### src/rtl/mux_nx1_bus.sv
// Registered N-to-1 bus multiplexer with break-before-make switching.
// Ports: clk, rst_n (async, active-low), in_data (packed channel words),
//   sel/sel_valid/sel_ready (channel request handshake), out/out_en
//   (registered word and tristate driver enable), cur_sel (owned or pending
//   channel), busy (dead-time gap active), sel_err (out-of-range pulse).
module mux_nx1_bus #(
    parameter int WIDTH    = 8,
    parameter int CHANNELS = 4,
    parameter int SEL_W    = $clog2(CHANNELS),
    parameter int TURNOFF  = 2
) (
    input  logic                      clk,
    input  logic                      rst_n,
    input  logic [CHANNELS*WIDTH-1:0] in_data,
    input  logic [SEL_W-1:0]          sel,
    input  logic                      sel_valid,
    output logic                      sel_ready,
    output logic [WIDTH-1:0]          out,
    output logic                      out_en,
    output logic [SEL_W-1:0]          cur_sel,
    output logic                      busy,
    output logic                      sel_err
);

    typedef enum logic [1:0] {
        IDLE  = 2'd0,
        DRIVE = 2'd1,
        GAP   = 2'd2
    } state_t;

    localparam logic [SEL_W:0] CH_LIM = (SEL_W+1)'(CHANNELS);
    localparam logic [3:0]     TOFF   = 4'(TURNOFF);
    localparam bit             NO_GAP = (TURNOFF == 0);

    state_t            state;
    state_t            nxt_state;
    logic [SEL_W-1:0]  cur_q;
    logic [SEL_W-1:0]  nxt_sel;
    logic [3:0]        cnt;
    logic [3:0]        nxt_cnt;
    logic              pend;
    logic              nxt_pend;
    logic [WIDTH-1:0]  out_q;
    logic [WIDTH-1:0]  nxt_out;
    logic              err_q;
    logic              nxt_err;
    logic              accept;
    logic              sel_ok;

    // Compare-based select: an out-of-range code matches no channel and
    // yields zero, so it can never index past the packed input.
    function automatic logic [WIDTH-1:0] pick(
        input logic [CHANNELS*WIDTH-1:0] d,
        input logic [SEL_W-1:0]          s
    );
        pick = '0;
        for (int k = 0; k < CHANNELS; k++) begin
            if (s == SEL_W'(k)) pick = d[k*WIDTH +: WIDTH];
        end
    endfunction

    // With a power-of-two channel count every code is legal.
    generate
        if ((2 ** SEL_W) == CHANNELS) begin : g_full
            assign sel_ok = 1'b1;
        end else begin : g_part
            assign sel_ok = ({1'b0, sel} < CH_LIM);
        end
    endgenerate

    assign accept = sel_valid && sel_ready;

    always_ff @(posedge clk or negedge rst_n) begin
        if (!rst_n) begin
            state <= IDLE;
            cur_q <= '0;
            cnt   <= '0;
            pend  <= 1'b0;
            out_q <= '0;
            err_q <= 1'b0;
        end else begin
            state <= nxt_state;
            cur_q <= nxt_sel;
            cnt   <= nxt_cnt;
            pend  <= nxt_pend;
            out_q <= nxt_out;
            err_q <= nxt_err;
        end
    end

    always_comb begin
        nxt_state = state;
        nxt_sel   = cur_q;
        nxt_cnt   = cnt;
        nxt_pend  = pend;
        nxt_out   = '0;
        nxt_err   = 1'b0;
        unique case (state)
            IDLE: begin
                if (accept) begin
                    if (!sel_ok) begin
                        nxt_err = 1'b1;
                    end else begin
                        nxt_state = DRIVE;
                        nxt_sel   = sel;
                        nxt_out   = pick(in_data, sel);
                    end
                end
            end
            DRIVE: begin
                nxt_out = pick(in_data, cur_q);
                if (accept && !sel_ok) begin
                    // Bad request drops the bus; nothing is re-driven.
                    nxt_err  = 1'b1;
                    nxt_pend = 1'b0;
                    nxt_out  = '0;
                    if (NO_GAP) begin
                        nxt_state = IDLE;
                    end else begin
                        nxt_state = GAP;
                        nxt_cnt   = TOFF;
                    end
                end else if (accept && sel != cur_q) begin
                    nxt_sel = sel;
                    if (NO_GAP) begin
                        nxt_out = pick(in_data, sel);
                    end else begin
                        nxt_state = GAP;
                        nxt_cnt   = TOFF;
                        nxt_pend  = 1'b1;
                        nxt_out   = '0;
                    end
                end
            end
            GAP: begin
                nxt_cnt = cnt - 4'd1;
                if (cnt <= 4'd1) begin
                    nxt_cnt   = '0;
                    nxt_state = pend ? DRIVE : IDLE;
                    if (pend) nxt_out = pick(in_data, cur_q);
                end
            end
            default: begin
                nxt_state = IDLE;
            end
        endcase
    end

    always_comb begin
        out_en    = (state == DRIVE);
        busy      = (state == GAP);
        sel_ready = (state != GAP);
        out       = out_q;
        cur_sel   = cur_q;
        sel_err   = err_q;
    end

endmodule

### config.mk
export PLATFORM = sky130hd
export DESIGN_NAME = mux_nx1_bus
export DESIGN_NICKNAME = d
export VERILOG_FILES = /design/src/rtl/mux_nx1_bus.sv
export SDC_FILE = /design/constraint.sdc
export NUM_CORES = 1
export LEC_CHECK = 0
export CORE_MARGIN = 4
export CORE_UTILIZATION = 47
export DETAILED_ROUTE_END_ITERATION = 10
export PLACE_DENSITY = 0.85
export REMOVE_ABC_BUFFERS = 1
export SKIP_CTS_REPAIR_TIMING = 1
export SLEW_MARGIN = 20
export SYNTH_ARGS = -nofsm -noshare
export SYNTH_HDL_FRONTEND = slang
export SYNTH_SLANG_ARGS = --single-unit
### constraint.sdc
create_clock -name clk -period 3.55 [get_ports clk]
set_input_delay 0.71 -clock clk [delete_from_list [all_inputs] [get_ports clk]]
set_output_delay 0.71 -clock clk [all_outputs]
set_load 0.1 [all_outputs]
# --- Word-level counts from Yosys, hierarchy flattened ---
# Index checks and enable logic that the tools add are counted.
op_classes:
  n_addsub: 1
  muxes: 24
  order_cmp: 1
  eq_ne: 13
  reduce_logical: 11
op_table:
  columns: ["operator", "count"]
  rows:
  - ["2-to-1 mux 8 bit", 12]
  - ["case mux 8 bit (3 select lines)", 1]
  - ["== test 2 bit (second input constant)", 5]
  - ["2-to-1 mux 2 bit", 5]
  - ["2-to-1 mux 4 bit", 2]
  - ["case mux 4 bit (2 select lines)", 1]
  - ["== test 2 x 1 -> 1 bit (second input constant)", 3]
  - ["zero test 2 bit", 3]
  - ["case mux 2 bit (3 select lines)", 1]
  - ["AND reduction 3 bit", 2]
  - ["less-or-equal comparator 4 x 1 -> 1 bit (second input constant)", 1]
  - ["inequality test 2 x 1 -> 1 bit (second input constant)", 2]
  - ["inequality test 2 bit (second input constant)", 2]
  - ["case mux 2 bit (2 select lines)", 1]
  - ["AND reduction 2 bit", 2]
  - ["nonzero test 2 bit", 2]
  - ["subtractor 4 x 1 -> 4 bit (second input constant)", 1]
  - ["logical AND 1 bit", 2]
  - ["inequality test 2 bit", 1]
  - ["2-to-1 mux 1 bit", 1]
totals:
  reg_bits: 17

# --- Depth between registers and ports, before layout ---
depth:
  ltp_word: 8
  mapped_depth: 6
  ltp_nobuf: 6

# --- Worst setup path before layout ---
# OpenSTA, ideal clock, no wires.
synth_timing:
  path_type: "flip-flop to flip-flop"
  start: "register cur_q[0], in the netlist cur_sel[0]"
  end: "register cnt[3]"
  slack_ns: 1.528
  stages_incl_launch_ff: 6
  synth_period_minus_slack_ns: 2.022
  t_arrival_ns: 1.896
  n_path_buf: 1
  setup_ns: 0.126
  path_cell_list: "dfrtp_1 > buf_6 > xor2_4 > o211ai_4 > and3_1 > a311o_1"
synth_via:
  elab_chain_len: 4
synth_rtl:
  columns: ["element", "line", "rtl"]
  rows:
  - ["start: declaration", "37", "logic [SEL_W-1:0] cur_q;"]
  - ["start signal: assignment", "83", "cur_q <= nxt_sel;"]
  - ["inequality test 2 bit", "123", "end else if (accept && sel != cur_q) begin"]
  - ["logical AND 1 bit", "123", null]
  - ["inequality test 2 x 1 -> 1 bit (no line)", null, null]
  - ["AND reduction 2 bit (no line)", null, null]
  - ["end signal: assignment", "84", "cnt <= nxt_cnt;"]
  - ["end: declaration", "39", "logic [3:0] cnt;"]
# No other way between the ends.
# A chain may end at the register's enable or synchronous reset.

# --- Worst setup path in the final report ---
layout_timing:
  start: "register out_q[0], in the netlist out[0]"
  end: "output out[0]"
layout_lines:
  columns: ["element", "line", "rtl"]
  rows:
  - ["start: declaration", "43", "logic [WIDTH-1:0] out_q;"]
  - ["start signal: assignment", "86", "out_q <= nxt_out;"]
  - ["end: declaration", "18", "output logic [WIDTH-1:0] out,"]
# No word-level cell between the ends.

==> reports/summary.txt <==
latest clock arrival within the worst-skew pair: 0.29 ns
starting density of the core: 50.7%
remaining design rule violation count: 0
commonest cells after routing, fill and taps aside: sky130_fd_sc_hd__clkdlybuf4s50_1, sky130_fd_sc_hd__inv_1, sky130_fd_sc_hd__dfrtp_1
number of cell rows: 18
cell area after synthesis: 1300 um^2
via count of the first global-routing pass: 1153
RSZ-0062 raised after global routing: false
Horiz. Die Dim: 60.6 um
Placeable Area: 2570 um^2
worst endpoint required time: 2.84 ns
final-layout fill cell count: 186
die area: 3670 um^2
Setup Skew: 0.00554 ns
clock tree buffer depth: 2
most common cell after layout, fill and taps aside: sky130_fd_sc_hd__clkdlybuf4s50_1
startpoint of the most critical register-to-register path: cur_sel[0]
number of buffers added on ports: 49
combined global-route utilization of all metal layers: 18.9%
CP bufs+invs: 1
Reg clk slew, reported paths: 0.10 ns
post-synthesis cell type count: 33
reg-to-reg critical path endpoint: out[5]
H-tree depth reported by CTS: 1
sequential element share of the synthesized area: 32.7%
leading area contributor after synthesis: sky130_fd_sc_hd__dfrtp_1
worst setup slack before clock tree synthesis: 0.833 ns
multi-input logic area: 748 um^2
number of buffers created by CTS: 3
kind of path behind the tightest hold check: reg2reg
setup slack on the worst flop-to-flop path: 1.76 ns
post-synthesis register bit count: 17
Clock Root Buffer: sky130_fd_sc_hd__clkbuf_4
area of all sequential standard cells: 425 um^2
Worst Tran Pin Value: 0.982 ns
total number of yosys warnings: 0
final std cell area, no fill: 1790 um^2
layout cell share with drive strength beyond 1: 16.3%
number of standard cells after synthesis: 100
Fin. Hold Viols: 0
crit-path max cell delay: 1.14 ns
cell with the largest stage delay on the worst path: sky130_fd_sc_hd__clkdlybuf4s50_1
logic depth of the worst setup path including buffers: 1
capturing element of the worst setup path: out[0]
signed area change from the synthesized netlist to the final layout: 37.3%
leakage power of the design: 0.000778 uW
number of max-cap violations: 0
final routed wirelength across all metal layers: 2950 um
worst setup path startpoint: out[0]
antenna violations before repair: 0
Final Cycle Share: 70.3%
Post-Place Cell Area: 1760 um^2
die extent in y: 60.6 um
capturing element type of the critical path: primary output
total number of clock tree sinks: 17
via density per instance: 5.80
Cell Chain, Critical Path: clkdlybuf4s50_1
mean area per synthesized cell: 13.0 um^2
Worst Setup Path Type: reg2out
vias: 1026
total design power: 1450 uW
DR WL/cell: 16.6 um
n_diodes: 0
HPWL reported at the end of detailed placement: 2380 um
Crit path arrival time: 1.78 ns
final count of pins violating max slew: 0
worst setup margin: 1.06 ns
Largest delay share family, worst path: buffers and inverters
largest net degree at the start of global routing: 18
worst-case reg-to-reg path depth: 4
CP Launch Type: flop
run status: complete, no violations
DRC marker count from the first detailed-route iteration: 53
worst hold margin: 0.500 ns
min cycle time layout: 2.49 ns
post-route setup TNS: 0 ns
antenna-violating nets left: 0
TritonCTS clock tree: built
share of Yosys cell area claimed by the top area cell type: 32.7%
global placer's final weighted congestion: 0.848
top cells by area, synth: sky130_fd_sc_hd__dfrtp_1, sky130_fd_sc_hd__mux4_1, sky130_fd_sc_hd__mux4_2, sky130_fd_sc_hd__inv_1, sky130_fd_sc_hd__xor2_4
Peak VDD IR: 0.659 mV
Critical Path Fanout Max: 1
Post-layout nets: 187
I/O pin total: 51
max_slew headroom: 34.3%
final count of negative-setup-slack endpoints: 0
global-route wire length before repair: 5170 um
Achievable Freq: 401 MHz
areal power density over the cells: 812 nW/um^2
TritonRoute pass-1 iters: 4
gr ovfl total: 0
-- routing by layer --
layer  GRT usage, %  part of all wire (%)
met1           23.3                    39
met4           4.64                  0.71
met2           33.9                    52
met5              0                     0
met3           3.62                   7.7
-- kinds of logic (layout without fill, tap and decap cells) --
kind of cell    Yosys count  after routing  share of synthesized area [%]
buf+inv                  25             72                           9.81
compound gates           19             19                           11.8
mux                      18             18                           31.7
flops                    17             17                           32.7
simple gates             16             16                           7.50
fa+ha+maj                 2              2                           1.92
xor+xnor                  2              2                           4.23
other cells               1              1                          0.288
-- flip-flops by register name, indices dropped and copies added, names as in the netlist --
name	cells
cnt	4
cur_sel	2
out	8
pend	1
state	2
-- cells in the mapped netlist (all sizes together) --
library cell,number
ha,2
conb,1
nand3,2
and2b,2
o31ai,2
mux2,2
and3,1
a311o,1
nand2b,3
o21ai,2
nor2,1
mux4,16
nand2,3
xor2,2
inv,19
dfrtp,17
nor4,1
o311a,1
a22oi,1
o41ai,1
o211ai,2
or3,1
or2b,1
clkbuf,1
o22ai,8
o221ai,1
nor3,1
buf,5
-- power by group --
part / switching, uW / internal (uW) / total [uW] / leakage (uW)
sequential: 89.0 / 268 / 357 / 0.000212
combinational: 683 / 307 / 990 / 0.000551
clock: 59.6 / 43.8 / 103 / 0.0000150
total: 832 / 619 / 1450 / 0.000778
-- final cells by class --
| cell class | instances | area share [%] |
|---|---|---|
| well taps | 30 | 2.10 |
| clock buffers | 4 | 1.47 |
| inverters | 19 | 3.99 |
| multi-input cells | 58 | 41.9 |
| flip-flops and latches | 17 | 23.8 |
| repair buffers | 49 | 26.8 |
-- how the worst min path moves through the flow --
stage / start / end / depth (start not counted)
2_1_floorplan: rst_n / cnt[0] / 0
3_3_place_gp: pend / pend / 1
3_5_place_dp: pend / pend / 1
4_1_cts: pend / pend / 1
5_1_grt: pend / pend / 1
6_report: pend / pend / 1
-- through the flow --
stage	utilization, %	std cells
2_1_floorplan	-	94
3_3_place_gp	68.6	173
3_5_place_dp	68.6	173
4_1_cts	69.6	177
5_1_grt	69.6	177
6_report	69.6	177
Note: power is estimated with default switching activity, not from simulation.
